**src/rtl/mips_mc_control.sv**
```systemverilog
// Multicycle MIPS control unit: Moore FSM sequencing fetch, decode,
// execute, memory access and writeback for lw/sw/R-type/beq/addi/j.
// Optional macro MIPS_MC_IMM_LOGIC_EN adds andi/ori via state IMMLEX and
// the imm_zext output port.
//
// state  | meaning
// FETCH  | read instruction at PC into IR, PC <= PC + 4
// DECODE | read registers, precompute branch target into ALUOut
// MEMADR | compute lw/sw effective address
// MEMRD  | read data memory at ALUOut
// MEMWB  | write MDR into rt
// MEMWR  | write regB to data memory at ALUOut
// EXEC   | R-type ALU operation selected by funct
// ALUWB  | write ALUOut into rd
// BRANCH | compare regA/regB, load PC from ALUOut when equal
// ADDIEX | regA + sign-extended immediate
// ADDIWB | write ALUOut into rt
// JUMP   | load PC with jump target
// IMMLEX | regA AND/OR zero-extended immediate (optional)
module mips_mc_control #(
   parameter int ALU_W = 4,
   parameter int ST_W  = 4
) (
   input  logic             clk,
   input  logic             rst_n,
   input  logic [5:0]       opcode,
   input  logic [5:0]       funct,
   input  logic             zero,
   output logic [ALU_W-1:0] alu_control,
   output logic             alu_src_a,
   output logic [1:0]       alu_src_b,
   output logic [1:0]       pc_src,
   output logic             pc_en,
   output logic             i_or_d,
   output logic             mem_write,
   output logic             ir_write,
   output logic             reg_write,
   output logic             reg_dst,
   output logic             mem_to_reg,
   output logic             illegal_op,
   output logic [ST_W-1:0]  estado
`ifdef MIPS_MC_IMM_LOGIC_EN
   ,
   output logic             imm_zext
`endif
);

   typedef enum logic [ST_W-1:0] {
      FETCH  = ST_W'(0),
      DECODE = ST_W'(1),
      MEMADR = ST_W'(2),
      MEMRD  = ST_W'(3),
      MEMWB  = ST_W'(4),
      MEMWR  = ST_W'(5),
      EXEC   = ST_W'(6),
      ALUWB  = ST_W'(7),
      BRANCH = ST_W'(8),
      ADDIEX = ST_W'(9),
      ADDIWB = ST_W'(10),
      JUMP   = ST_W'(11),
      IMMLEX = ST_W'(12)
   } state_e;

   localparam logic [ALU_W-1:0] ALU_AND = ALU_W'(4'b0000);
   localparam logic [ALU_W-1:0] ALU_OR  = ALU_W'(4'b0001);
   localparam logic [ALU_W-1:0] ALU_ADD = ALU_W'(4'b0010);
   localparam logic [ALU_W-1:0] ALU_SUB = ALU_W'(4'b0110);
   localparam logic [ALU_W-1:0] ALU_SLT = ALU_W'(4'b0111);
   localparam logic [ALU_W-1:0] ALU_NOR = ALU_W'(4'b1100);

   localparam logic [5:0] OP_RTYPE = 6'b000000;
   localparam logic [5:0] OP_LW    = 6'b100011;
   localparam logic [5:0] OP_SW    = 6'b101011;
   localparam logic [5:0] OP_BEQ   = 6'b000100;
   localparam logic [5:0] OP_ADDI  = 6'b001000;
   localparam logic [5:0] OP_J     = 6'b000010;
   localparam logic [5:0] OP_ANDI  = 6'b001100;
   localparam logic [5:0] OP_ORI   = 6'b001101;

   state_e           state_q, state_d, state_eff;
   logic             illegal_q, illegal_d;
   logic             funct_ok;
   logic [ALU_W-1:0] funct_alu;
   logic             pc_write, branch;
   logic             ir_write_c, mem_write_c, reg_write_c;
   logic             imm_zext_c;

   // R-type funct decode: legality (used in DECODE) and ALU op (used in EXEC)
   always_comb begin
      funct_ok  = 1'b1;
      funct_alu = ALU_ADD;
      case (funct)
         6'b100000: funct_alu = ALU_ADD;
         6'b100010: funct_alu = ALU_SUB;
         6'b100100: funct_alu = ALU_AND;
         6'b100101: funct_alu = ALU_OR;
         6'b101010: funct_alu = ALU_SLT;
         6'b100111: funct_alu = ALU_NOR;
         default:   funct_ok  = 1'b0;
      endcase
   end

   // Next-state and Moore outputs; reset presents FETCH outputs with enables off
   always_comb begin
      state_eff   = rst_n ? state_q : FETCH;
      state_d     = FETCH;
      illegal_d   = illegal_q;
      alu_control = ALU_ADD;
      alu_src_a   = 1'b0;
      alu_src_b   = 2'b00;
      pc_src      = 2'b00;
      pc_write    = 1'b0;
      branch      = 1'b0;
      i_or_d      = 1'b0;
      mem_write_c = 1'b0;
      ir_write_c  = 1'b0;
      reg_write_c = 1'b0;
      reg_dst     = 1'b0;
      mem_to_reg  = 1'b0;
      imm_zext_c  = 1'b0;
      case (state_eff)
         FETCH: begin
            ir_write_c = 1'b1;
            pc_write   = 1'b1;
            alu_src_b  = 2'b01;
            state_d    = DECODE;
         end
         DECODE: begin
            alu_src_b = 2'b11;
            case (opcode)
               OP_LW, OP_SW: state_d = MEMADR;
               OP_BEQ:       state_d = BRANCH;
               OP_ADDI:      state_d = ADDIEX;
               OP_J:         state_d = JUMP;
               OP_RTYPE: begin
                  if (funct_ok) state_d = EXEC;
                  else          illegal_d = 1'b1;
               end
`ifdef MIPS_MC_IMM_LOGIC_EN
               OP_ANDI, OP_ORI: state_d = IMMLEX;
`endif
               default: illegal_d = 1'b1;
            endcase
         end
         MEMADR: begin
            alu_src_a = 1'b1;
            alu_src_b = 2'b10;
            state_d   = (opcode == OP_LW) ? MEMRD : MEMWR;
         end
         MEMRD: begin
            i_or_d  = 1'b1;
            state_d = MEMWB;
         end
         MEMWB: begin
            reg_write_c = 1'b1;
            mem_to_reg  = 1'b1;
         end
         MEMWR: begin
            i_or_d      = 1'b1;
            mem_write_c = 1'b1;
         end
         EXEC: begin
            alu_src_a   = 1'b1;
            alu_control = funct_alu;
            state_d     = ALUWB;
         end
         ALUWB: begin
            reg_write_c = 1'b1;
            reg_dst     = 1'b1;
         end
         BRANCH: begin
            alu_src_a   = 1'b1;
            alu_control = ALU_SUB;
            pc_src      = 2'b01;
            branch      = 1'b1;
         end
         ADDIEX: begin
            alu_src_a = 1'b1;
            alu_src_b = 2'b10;
            state_d   = ADDIWB;
         end
         ADDIWB: reg_write_c = 1'b1;
         JUMP: begin
            pc_src   = 2'b10;
            pc_write = 1'b1;
         end
`ifdef MIPS_MC_IMM_LOGIC_EN
         IMMLEX: begin
            alu_src_a   = 1'b1;
            alu_src_b   = 2'b10;
            alu_control = (opcode == OP_ANDI) ? ALU_AND : ALU_OR;
            imm_zext_c  = 1'b1;
            state_d     = ADDIWB;
         end
`endif
         default: state_d = FETCH;
      endcase
      pc_en      = rst_n & (pc_write | (branch & zero));
      ir_write   = rst_n & ir_write_c;
      mem_write  = rst_n & mem_write_c;
      reg_write  = rst_n & reg_write_c;
   end

   // State and sticky illegal flag, synchronous active-low reset
   always_ff @(posedge clk) begin
      if (!rst_n) begin
         state_q   <= FETCH;
         illegal_q <= 1'b0;
      end else begin
         state_q   <= state_d;
         illegal_q <= illegal_d;
      end
   end

   assign illegal_op = illegal_q;
   assign estado     = state_q;
`ifdef MIPS_MC_IMM_LOGIC_EN
   assign imm_zext   = imm_zext_c;
`else
   logic unused_imm;
   assign unused_imm = imm_zext_c;
`endif

endmodule

```
**config.mk**
```make
export PLATFORM = sky130hd
export DESIGN_NAME = mips_mc_control
export DESIGN_NICKNAME = d
export VERILOG_FILES = /design/src/rtl/mips_mc_control.sv
export SDC_FILE = /design/constraint.sdc
export NUM_CORES = 1
export LEC_CHECK = 0
export BUFFER_PORTS_ARGS = -buffer_cell sky130_fd_sc_hd__buf_2
export CORE_AREA = 3 3 40 42
export CTS_BUF_LIST = sky130_fd_sc_hd__clkbuf_4 sky130_fd_sc_hd__clkbuf_8
export DETAILED_ROUTE_END_ITERATION = 8
export DIE_AREA = 0 0 43 45
export PLACE_DENSITY = 0.86
export SLEW_MARGIN = 20
export SYNTH_ARGS = -nofsm -noshare
export SYNTH_HDL_FRONTEND = slang
export SYNTH_SLANG_ARGS = --single-unit
export TNS_END_PERCENT = 20
```
**constraint.sdc**
```tcl
create_clock -name clk -period 3.9 [get_ports clk]
set_input_delay 0.195 -clock clk [delete_from_list [all_inputs] [get_ports clk]]
set_output_delay 0.195 -clock clk [all_outputs]
set_load 0.01 [all_outputs]
```
==> impl_metrics.toml <==
[placed_design]
portBuffers = 35
preCtsSetupSlack_ns = 2.05
globalplace.congestion = 0.823
dp.cells = 134
hpwl_um = 1290

[power]
power.density_mw_per_mm2 = 210
p_switching_uw = 50.1
p_clk_frac = 0.408
peakVddDrop_mv = 0.241
p_int_uw = 117
combinationalPowerShare = 0.242
power_leakage_nw = 0.386
seqPwrFrac = 0.350
switching_share = 0.299

[sta]
relSlewSlack = 0.684
rsz0062_at_grt = "false"
finalClockSkew_ns = 0.00438
finalSetupTns_ns = 0
setup-violations-final = 0
holdWs_ns = 0.295
clock.fmax_mhz = 471
timing.final.crit_share = 0.545
setup_slack_ns = 1.78
tightest_slew_ns = 0.473
fin_crit_ns = 2.12
final-hold-violation-count = 0
drv_slew = 0

[routing]
vias = 774
viasPerCell = 5.61
drc = 0
drt-total-wl_um = 1640
drtIter0Drc = 21
wl_per_cell_um = 11.9
drt.antenna.violating_nets = 0
first_pass_iters = 4

[yosys]
seq_area_frac_synth = 0.165
synth_simple_gate_area_frac = 0.481
synth_mux_area_frac = 0
ys_warn_count = 0
synth_area_leader_cell = "dfxtp_1"
synthArstFlopShare = 0
synth_compound_area_frac = 0.236
synth_edf_count = 0
synthFlopType = "dfxtp_1"
synthTopCellsByArea = "dfxtp_1 17%, nor2_1 6.8%, nand2_1 6.2%, nor2b_1 5.2%, o21ai_0 5.0%"
synth_cell_types = 40
synth-xor-area-share = 0.0434
synth_fa_ha_area_frac = 0
avgSynthCellArea_um2 = 6.73
synth_top_family_by_area = "simple AND/OR/NAND/NOR gates"
yosys.area.top_type_share = 0.165
synthCells = 90
ys_ff_latch = 5
synth_area_um2 = 606
syn_nets = 105

[worst_setup_path]
worst-path-buf-inv = 2
start_kind = "register"
end_kind = "output port"
cp_slowest_stage_delay_ns = 0.50
path_cells = "inv_4 > or3_4 > nor3_4 > nand2_1 > a211o_1 > buf_2"
critPathKind = "reg2out"
cp_max_fo = 8
worstPathRequired_ns = 3.70
cp.arrival_ns = 1.93
slowest_stage = "dfxtp_1"
crit_family = "simple AND/OR/NAND/NOR gates"

[final_layout]
final_cell_mix = "35 x buf_2, 11 x nor2_1, 10 x nand2_1"
seq_area_um2 = 100
n_fill_cell = 120
final_common_cell = "buf_2"
areaGrowthSynthToFinish_pct = 31.8
multi_input_area_um2 = 460
diodes = 0
stdcell_count = 138
fin_nets = 139
drive_gt1_frac = 0.374

[die]
die_area_mm2 = 0.00194
initial_core_util = 0.471
die_x_um = 43
core_mm2 = 0.00128
row_count = 13
pin_count = 36
dieHeight_um = 45

[global_route]
grt_max_degree = 17
grt_pass1_vias = 660
grt_pass1_wl_um = 2750
grt_overflow = 0
groute.usage.overall = 0.185
antenna_found_initial = 0

[clock_network]
htreeDepth = 1
post_cts_buffers = 0
hold_buffers = 0
cts.clk_slew.worst_paths_ns = 0.05
ctsResizeCount = 0
cts_buffers = 3
clockBufferDepth = 2
clkLatencyLatePin_ns = 0.25
cts_tree = "yes"
cts_root_buf = "clkbuf_4"
clkSinkCount = 5

[run_status]
run_status = "finished clean"

[job]
drv_cap = 0

[hold_path]
min_path_type = "in2reg"
flip-flops by register name (all words and copies together) (netlist names):
signal	flops
illegal_op	1
estado	4
per-stage QoR:
step / area (um^2) / total power, mW / util
2_1_floorplan: 606 / 0.0815 / -
3_3_place_gp: 768 / 0.0982 / 0.598
3_5_place_dp: 768 / 0.0998 / 0.598
4_1_cts: 798 / 0.170 / 0.621
5_1_grt: 798 / 0.180 / 0.621
6_report: 798 / 0.167 / 0.621
cells in the mapped netlist (2+ instances only):
library cell,count
xor2_1,2
nor2_1,11
nor4_1,3
o21ai_0,6
and2_1,2
nand2_1,10
clkbuf_1,3
inv_1,2
and3_1,2
dfxtp_1,5
nand2b_1,3
a21oi_1,3
nor2b_1,5
nor3_1,5
o21bai_1,2
o31ai_1,2
power by group through the flow:
stage                     logic (mW)  clock network, mW  registers (mW)
after detailed placement      0.0404                  0          0.0594
after global routing          0.0453             0.0755          0.0589
after CTS                     0.0406             0.0712          0.0583
after floorplan               0.0238                  0          0.0577
final                         0.0405             0.0683          0.0585
after global placement        0.0393                  0          0.0589
final timing paths:
path                   start             end  slack (ns)  cells past startpoint
hold reg to reg   illegal_op      illegal_op        0.47                      2
setup / recovery   estado[2]  alu_control[1]        1.78                      6
hold / removal     opcode[4]       estado[3]        0.29                      4
setup reg to reg   estado[1]       estado[2]        2.48                      3
final cells by class:
cell class | instances | area share
Tap cell | 15 | 0.0235
Sequential cell | 5 | 0.125
Clock buffer | 4 | 0.0376
Multi-Input combinational cell | 76 | 0.577
Inverter | 3 | 0.0172
Timing Repair Buffer | 35 | 0.219
logic make-up (layout without fill, tap and decap cells):
family | count (synthesis) | count (layout)
and+or+nand+nor | 51 | 51
AOI/OAI and AO/OA | 22 | 22
buffers and inverters | 9 | 42
DFF | 5 | 5
xor gates and xnor gates | 3 | 3
routing by layer:
| layer | track usage | vias to the layer above | part of all wire |
|---|---|---|---|
| met5 | 0 | - | 0 |
| met4 | 0.0542 | 0 | 0.0067 |
| met3 | 0.0677 | 2 | 0.090 |
| met2 | 0.317 | 37 | 0.49 |
| met1 | 0.217 | 343 | 0.42 |
| li1 | - | 392 | - |
worst reg2reg max path, delay by kind of cell, from the launching register on:
family          cells  cell delay, ns
flops               1            0.59
compound gates      2            0.54
simple gates        1            0.22
(Power assumes the default switching activity.)
